<file path="config.mk">
export PLATFORM = sky130hd
export DESIGN_NAME = controle_botoes
export DESIGN_NICKNAME = d
export VERILOG_FILES = /design/src/rtl/controle_botoes.sv
export SDC_FILE = /design/constraint.sdc
export NUM_CORES = 1
export LEC_CHECK = 0
export ABC_AREA = 1
export CAP_MARGIN = 20
export CORE_AREA = 2 2 93 95
export DETAILED_ROUTE_END_ITERATION = 8
export DIE_AREA = 0 0 95 97
export HOLD_SLACK_MARGIN = 0.08
export PLACE_DENSITY = 0.84
export RECOVER_POWER = 100
export SYNTH_ARGS = -nofsm -noshare
export SYNTH_HDL_FRONTEND = slang
export SYNTH_SLANG_ARGS = --single-unit
</file>
<file path="constraint.sdc">
create_clock -name clock_in -period 5.4 [get_ports clock_in]
set_clock_uncertainty 0.2 [all_clocks]
set_input_delay 1.08 -clock clock_in [delete_from_list [all_inputs] [get_ports clock_in]]
set_output_delay 1.08 -clock clock_in [all_outputs]
set_load 0.02 [all_outputs]
</file>
<file path="src/rtl/controle_botoes.sv">
// controle_botoes: synchronizes and debounces the four push-buttons, emits a
// one-cycle pulse per debounced press and holds a one-hot map selection that
// survives button release. All outputs are registered.
module controle_botoes #(
    parameter int DEBOUNCE_CYCLES = 500000,
    parameter bit BTN_ACTIVE_LOW  = 1'b1
) (
    input  logic       clock_in,
    input  logic       reset,
    input  logic [3:0] btn,
    output logic [3:0] sel,
    output logic [3:0] press,
    output logic [3:0] estavel
);

    localparam int               CNT_W    = (DEBOUNCE_CYCLES > 1) ? $clog2(DEBOUNCE_CYCLES) : 1;
    localparam logic [CNT_W-1:0] TERMINAL = CNT_W'(DEBOUNCE_CYCLES - 1);
    // Raw level of a released button; synchronizer flops start here so no
    // phantom press is seen when reset is released.
    localparam logic [3:0]       RELEASED = BTN_ACTIVE_LOW ? 4'hF : 4'h0;

    typedef enum logic {
        VAZIO,
        SELECIONADO
    } state_t;

    logic [3:0]       sync_p0;
    logic [3:0]       sync_p1;
    logic [3:0]       btn_sync;
    logic [CNT_W-1:0] cnt [4];
    logic [3:0]       estavel_d;
    logic [3:0]       rise;
    state_t           state;
    state_t           state_next;
    logic [3:0]       sel_next;

    // One-hot of the lowest set bit (0000 when nothing is set).
    function automatic logic [3:0] lowest_bit(input logic [3:0] v);
        return v & (~v + 4'd1);
    endfunction

    // Two-flop synchronizer for the asynchronous button levels.
    always_ff @(posedge clock_in or posedge reset) begin
        if (reset) begin
            sync_p0 <= RELEASED;
            sync_p1 <= RELEASED;
        end else begin
            sync_p0 <= btn;
            sync_p1 <= sync_p0;
        end
    end

    // Normalize to active-high: 1 means pressed from here on.
    always_comb begin
        btn_sync = BTN_ACTIVE_LOW ? ~sync_p1 : sync_p1;
    end

    // Per-button debouncer: the stable level flips only after the synchronized
    // input has disagreed with it for DEBOUNCE_CYCLES consecutive cycles.
    always_ff @(posedge clock_in or posedge reset) begin
        if (reset) begin
            for (int i = 0; i < 4; i++) begin
                cnt[i] <= '0;
            end
            estavel <= '0;
        end else begin
            for (int i = 0; i < 4; i++) begin
                if (btn_sync[i] == estavel[i]) begin
                    cnt[i] <= '0;
                end else if (cnt[i] == TERMINAL) begin
                    estavel[i] <= ~estavel[i];
                    cnt[i]     <= '0;
                end else begin
                    cnt[i] <= cnt[i] + 1'b1;
                end
            end
        end
    end

    // Rising edge of the debounced level; registered into press below.
    always_comb begin
        rise = estavel & ~estavel_d;
    end

    // Edge-detect history and registered press pulses.
    always_ff @(posedge clock_in or posedge reset) begin
        if (reset) begin
            estavel_d <= '0;
            press     <= '0;
        end else begin
            estavel_d <= estavel;
            press     <= rise;
        end
    end

    // Selection FSM next state: driven by the same vector that becomes press,
    // so sel and press update on the same edge.
    always_comb begin
        state_next = state;
        sel_next   = sel;
        if (rise != 4'b0000) begin
            case (state)
                VAZIO: begin
                    state_next = SELECIONADO;
                    sel_next   = lowest_bit(rise);
                end
                SELECIONADO: begin
                    if ((rise & ~sel) != 4'b0000) begin
                        // Another button wins, even if the selected one also pulsed.
                        sel_next = lowest_bit(rise & ~sel);
                    end else begin
                        // Only the selected button pulsed: toggle off.
                        state_next = VAZIO;
                        sel_next   = 4'b0000;
                    end
                end
                default: begin
                    state_next = VAZIO;
                    sel_next   = 4'b0000;
                end
            endcase
        end
    end

    // Selection FSM state and held selection registers.
    always_ff @(posedge clock_in or posedge reset) begin
        if (reset) begin
            state <= VAZIO;
            sel   <= 4'b0000;
        end else begin
            state <= state_next;
            sel   <= sel_next;
        end
    end

endmodule

</file>
==> results.sh <==
export IMPL_outcome="completed"
export IMPL_worstMarginPinSlew_ns=1.33
export IMPL_yosysUniqueCellTypes=31
export IMPL_drive_above_1_share_pct=5.39
export IMPL_place_inst=813
export IMPL_hold_start="sync_p0[2]"
export IMPL_clk_pin_slew_ns=0.09
export IMPL_yosysTopAreaCellShare_pct=44.2
export IMPL_final_common_cell="nor2_1"
export IMPL_r2r_slack_ns=3.28
export IMPL_pwr_share_comb_pct=3.3
export IMPL_fillers=643
export IMPL_syn_avg_cell_area_um2=7.61
export IMPL_layout_cells_non_filler=829
export IMPL_synth_area_um2=5260
export IMPL_routedWlPerCell_um=12.6
export IMPL_ant_nets=0
export IMPL_fmax_mhz=302
export IMPL_reg2reg_to="cnt[8]"
export IMPL_vias=4332
export IMPL_slew_violations=0
export IMPL_diodes=0
export IMPL_p_leak_nw=2.50
export IMPL_initial_core_util_pct=64.7
export IMPL_peakVddDrop_mv=0.197
export IMPL_cts_made_buffers=9
export IMPL_clock_path_buffers=2
export IMPL_clock_latency_ns=0.37
export IMPL_slowest_delay_ns=1.04
export IMPL_cpLargestDelayFamily="buffers and inverters"
export IMPL_syn_inst=691
export IMPL_wl_mm=10.4
export IMPL_viasPerCell=5.23
export IMPL_grt_pass1_vias=4176
export IMPL_slowest_stage="clkbuf_1"
export IMPL_path_cells="dlygate4sd3_1 > inv_4 > clkbuf_1"
export IMPL_path_max_fanout=77
export IMPL_area_growth_pct=8.56
export IMPL_dieArea_um2=9220
export IMPL_gp_congestion=0.916
export IMPL_fin_crit_sh_pct=61.3
export IMPL_holdPathStages=0
export IMPL_path_buf_inv=3
export IMPL_fin_tns_setup_ns=0
export IMPL_use_met2_pct=39.7
export IMPL_core_area_um2=8130
export IMPL_drc_errors=0
export IMPL_min_path_type="flip-flop to flip-flop"
export IMPL_p_clk_share_pct=39.5
export IMPL_cts_sinks=101
export IMPL_arrival_ns=3.37
export IMPL_powerDensity_nw_per_um2=237
export IMPL_tritoncts="yes"
export IMPL_grt_pass1_wl_mm=18.3
export IMPL_final_cell_mix="nor2_1 (186), nand2_1 (173), dfrtp_1 (93)"
export IMPL_fp_row_count=33
export IMPL_synth_fp_nets=701
export IMPL_seq_power_share_pct=57.1
export IMPL_drtIter0Drc=218
export IMPL_p_sw_share_pct=22.1
export IMPL_period_minus_slack_ns=3.31
export IMPL_p_switching_w=0.000300
export IMPL_port_buffers=17
export IMPL_start_kind="input pin"
export IMPL_timing_rr_start="cnt[0]"
export IMPL_finalNetCount=729
export IMPL_cts_max_level=3
export IMPL_worstSetupPathType="input pin to asynchronous set/reset pin"
export IMPL_ys_warn_count=0
export IMPL_holdBufCountCts=0
export IMPL_hold_end="sync_p1[2]"
export IMPL_slew_headroom_pct=11.0
export IMPL_drv_cap=0
export IMPL_reg2reg_depth=6
export IMPL_worst_setup_path_end_kind="asynchronous set/reset pin"
export IMPL_grt_use_met1_pct=33.8
export IMPL_synth_seq_cells=101
export IMPL_setup_viol_count_final=0
export IMPL_cts_setup_buffers=0
export IMPL_required_ns=5.46
export IMPL_gr_usage_met3_pct=5.14
export IMPL_ctsResizeCount=0
export IMPL_grt_busiest_layer="met2"
export IMPL_grt_overflow=0
export IMPL_seq_area_frac_synth_pct=48.2
export IMPL_ys_top_cells_by_area="dfrtp_1 (44%), nor2_1 (13%), nand2_1 (12%), inv_1 (5.4%), xor2_1 (4.2%)"
export IMPL_die_h_um=97
export IMPL_cp_depth=3
export IMPL_synth_area_leader_cell="dfrtp_1"
export IMPL_die_w_um=95
export IMPL_dpl_hpwl_mm=7.78
export IMPL_cts_root_buf="clkbuf_8"
export IMPL_grtUsageTotal_pct=24.7
export IMPL_grt_max_degree=78
export IMPL_dr_pass1_iters=5
export IMPL_rsz0062_at_grt="no"
export IMPL_antenna_found_initial=0
export IMPL_io_pin_count=18
export IMPL_p_int_w=0.00106
export IMPL_hold_viol_final=0
-- power by group through the flow --
stage                     registers, W  logic [W]  clock network [W]
final                         0.000775  0.0000452           0.000536
after global routing          0.000776  0.0000536           0.000580
after CTS                     0.000776  0.0000487           0.000545
after detailed placement      0.000791  0.0000486                  0
after global placement        0.000790  0.0000468                  0
after floorplan               0.000789  0.0000331                  0
-- kinds of logic after synthesis --
family	count (synthesis)	share of synthesized area, %
flip-flops	101	48.2
adder cells (fa/ha/maj)	4	0.951
XOR/XNOR	35	6.11
AO/OA/AOI/OAI	32	3.50
AND/OR/NAND/NOR	439	35.4
buffers and inverters	80	5.78
-- metrics by stage --
stage	hold WS (ns)	setup slack (ns)	total power (W)	instance area, um2	utilization, %
2_1_floorplan	0.145	1.49	0.000822	5260	-
3_3_place_gp	0.146	2.58	0.000837	5570	68.4
3_5_place_dp	0.148	2.55	0.000839	5570	68.4
4_1_cts	0.164	2.62	0.00137	5790	71.2
5_1_grt	0.171	1.63	0.00141	5710	70.2
6_report	0.165	2.09	0.00136	5710	70.2
-- state kept, by name (all words and copies together) (netlist names) --
name,flops
cnt,76
estavel,4
estavel_d,4
press,4
sel,4
sync_p0,4
sync_p1,4
state,1
-- layout make-up --
cell class,instances,area (um2),share of cell area [%]
tap,105,131,2.30
timing repair buffer,18,174,3.04
multi-input combinational,510,2350,41.1
clock buffer,11,141,2.48
sequential,101,2540,44.4
inverter,79,299,5.24
clock inverter,5,82.6,1.45
-- how the worst max path moves through the flow --
stage / startpoint / endpoint / slack (ns)
2_1_floorplan: reset / cnt[0] / 1.49
3_3_place_gp: reset / sync_p0[1] / 2.58
3_5_place_dp: reset / sync_p0[1] / 2.55
4_1_cts: estavel[1] / estavel[1] / 2.62
5_1_grt: reset / cnt[45] / 1.63
6_report: reset / cnt[45] / 2.09
-- worst reg2reg max path: cells and delay by family, from the launching register on --
family | cells | cell delay, ns
and+or+nand+nor | 5 | 1.22
adders and majority gates | 1 | 0.19
DFF | 1 | 0.39
-- Yosys cell counts, drive strengths merged --
| cell type | n |
|---|---|
| a211oi | 1 |
| a21oi | 13 |
| and2 | 3 |
| buf | 1 |
| clkinv | 1 |
| dfrtp | 93 |
| dfstp | 8 |
| ha | 4 |
| inv | 78 |
| nand2 | 180 |
| nand3 | 34 |
| nand3b | 1 |
| nand4 | 9 |
| nor2 | 196 |
| nor3 | 13 |
| nor3b | 3 |
| o21a | 3 |
| o21ai | 12 |
| o21bai | 1 |
| o221ai | 1 |
| o311ai | 1 |
| xnor2 | 8 |
| xor2 | 27 |
-- routing by layer --
layer / vias up / wire length (um)
met1: 2038 / 4830
met5: - / 0
met2: 91 / 5010
li1: 2183 / -
met3: 20 / 430
met4: 0 / 180
No activity file was read; power rests on OpenSTA's default activity.
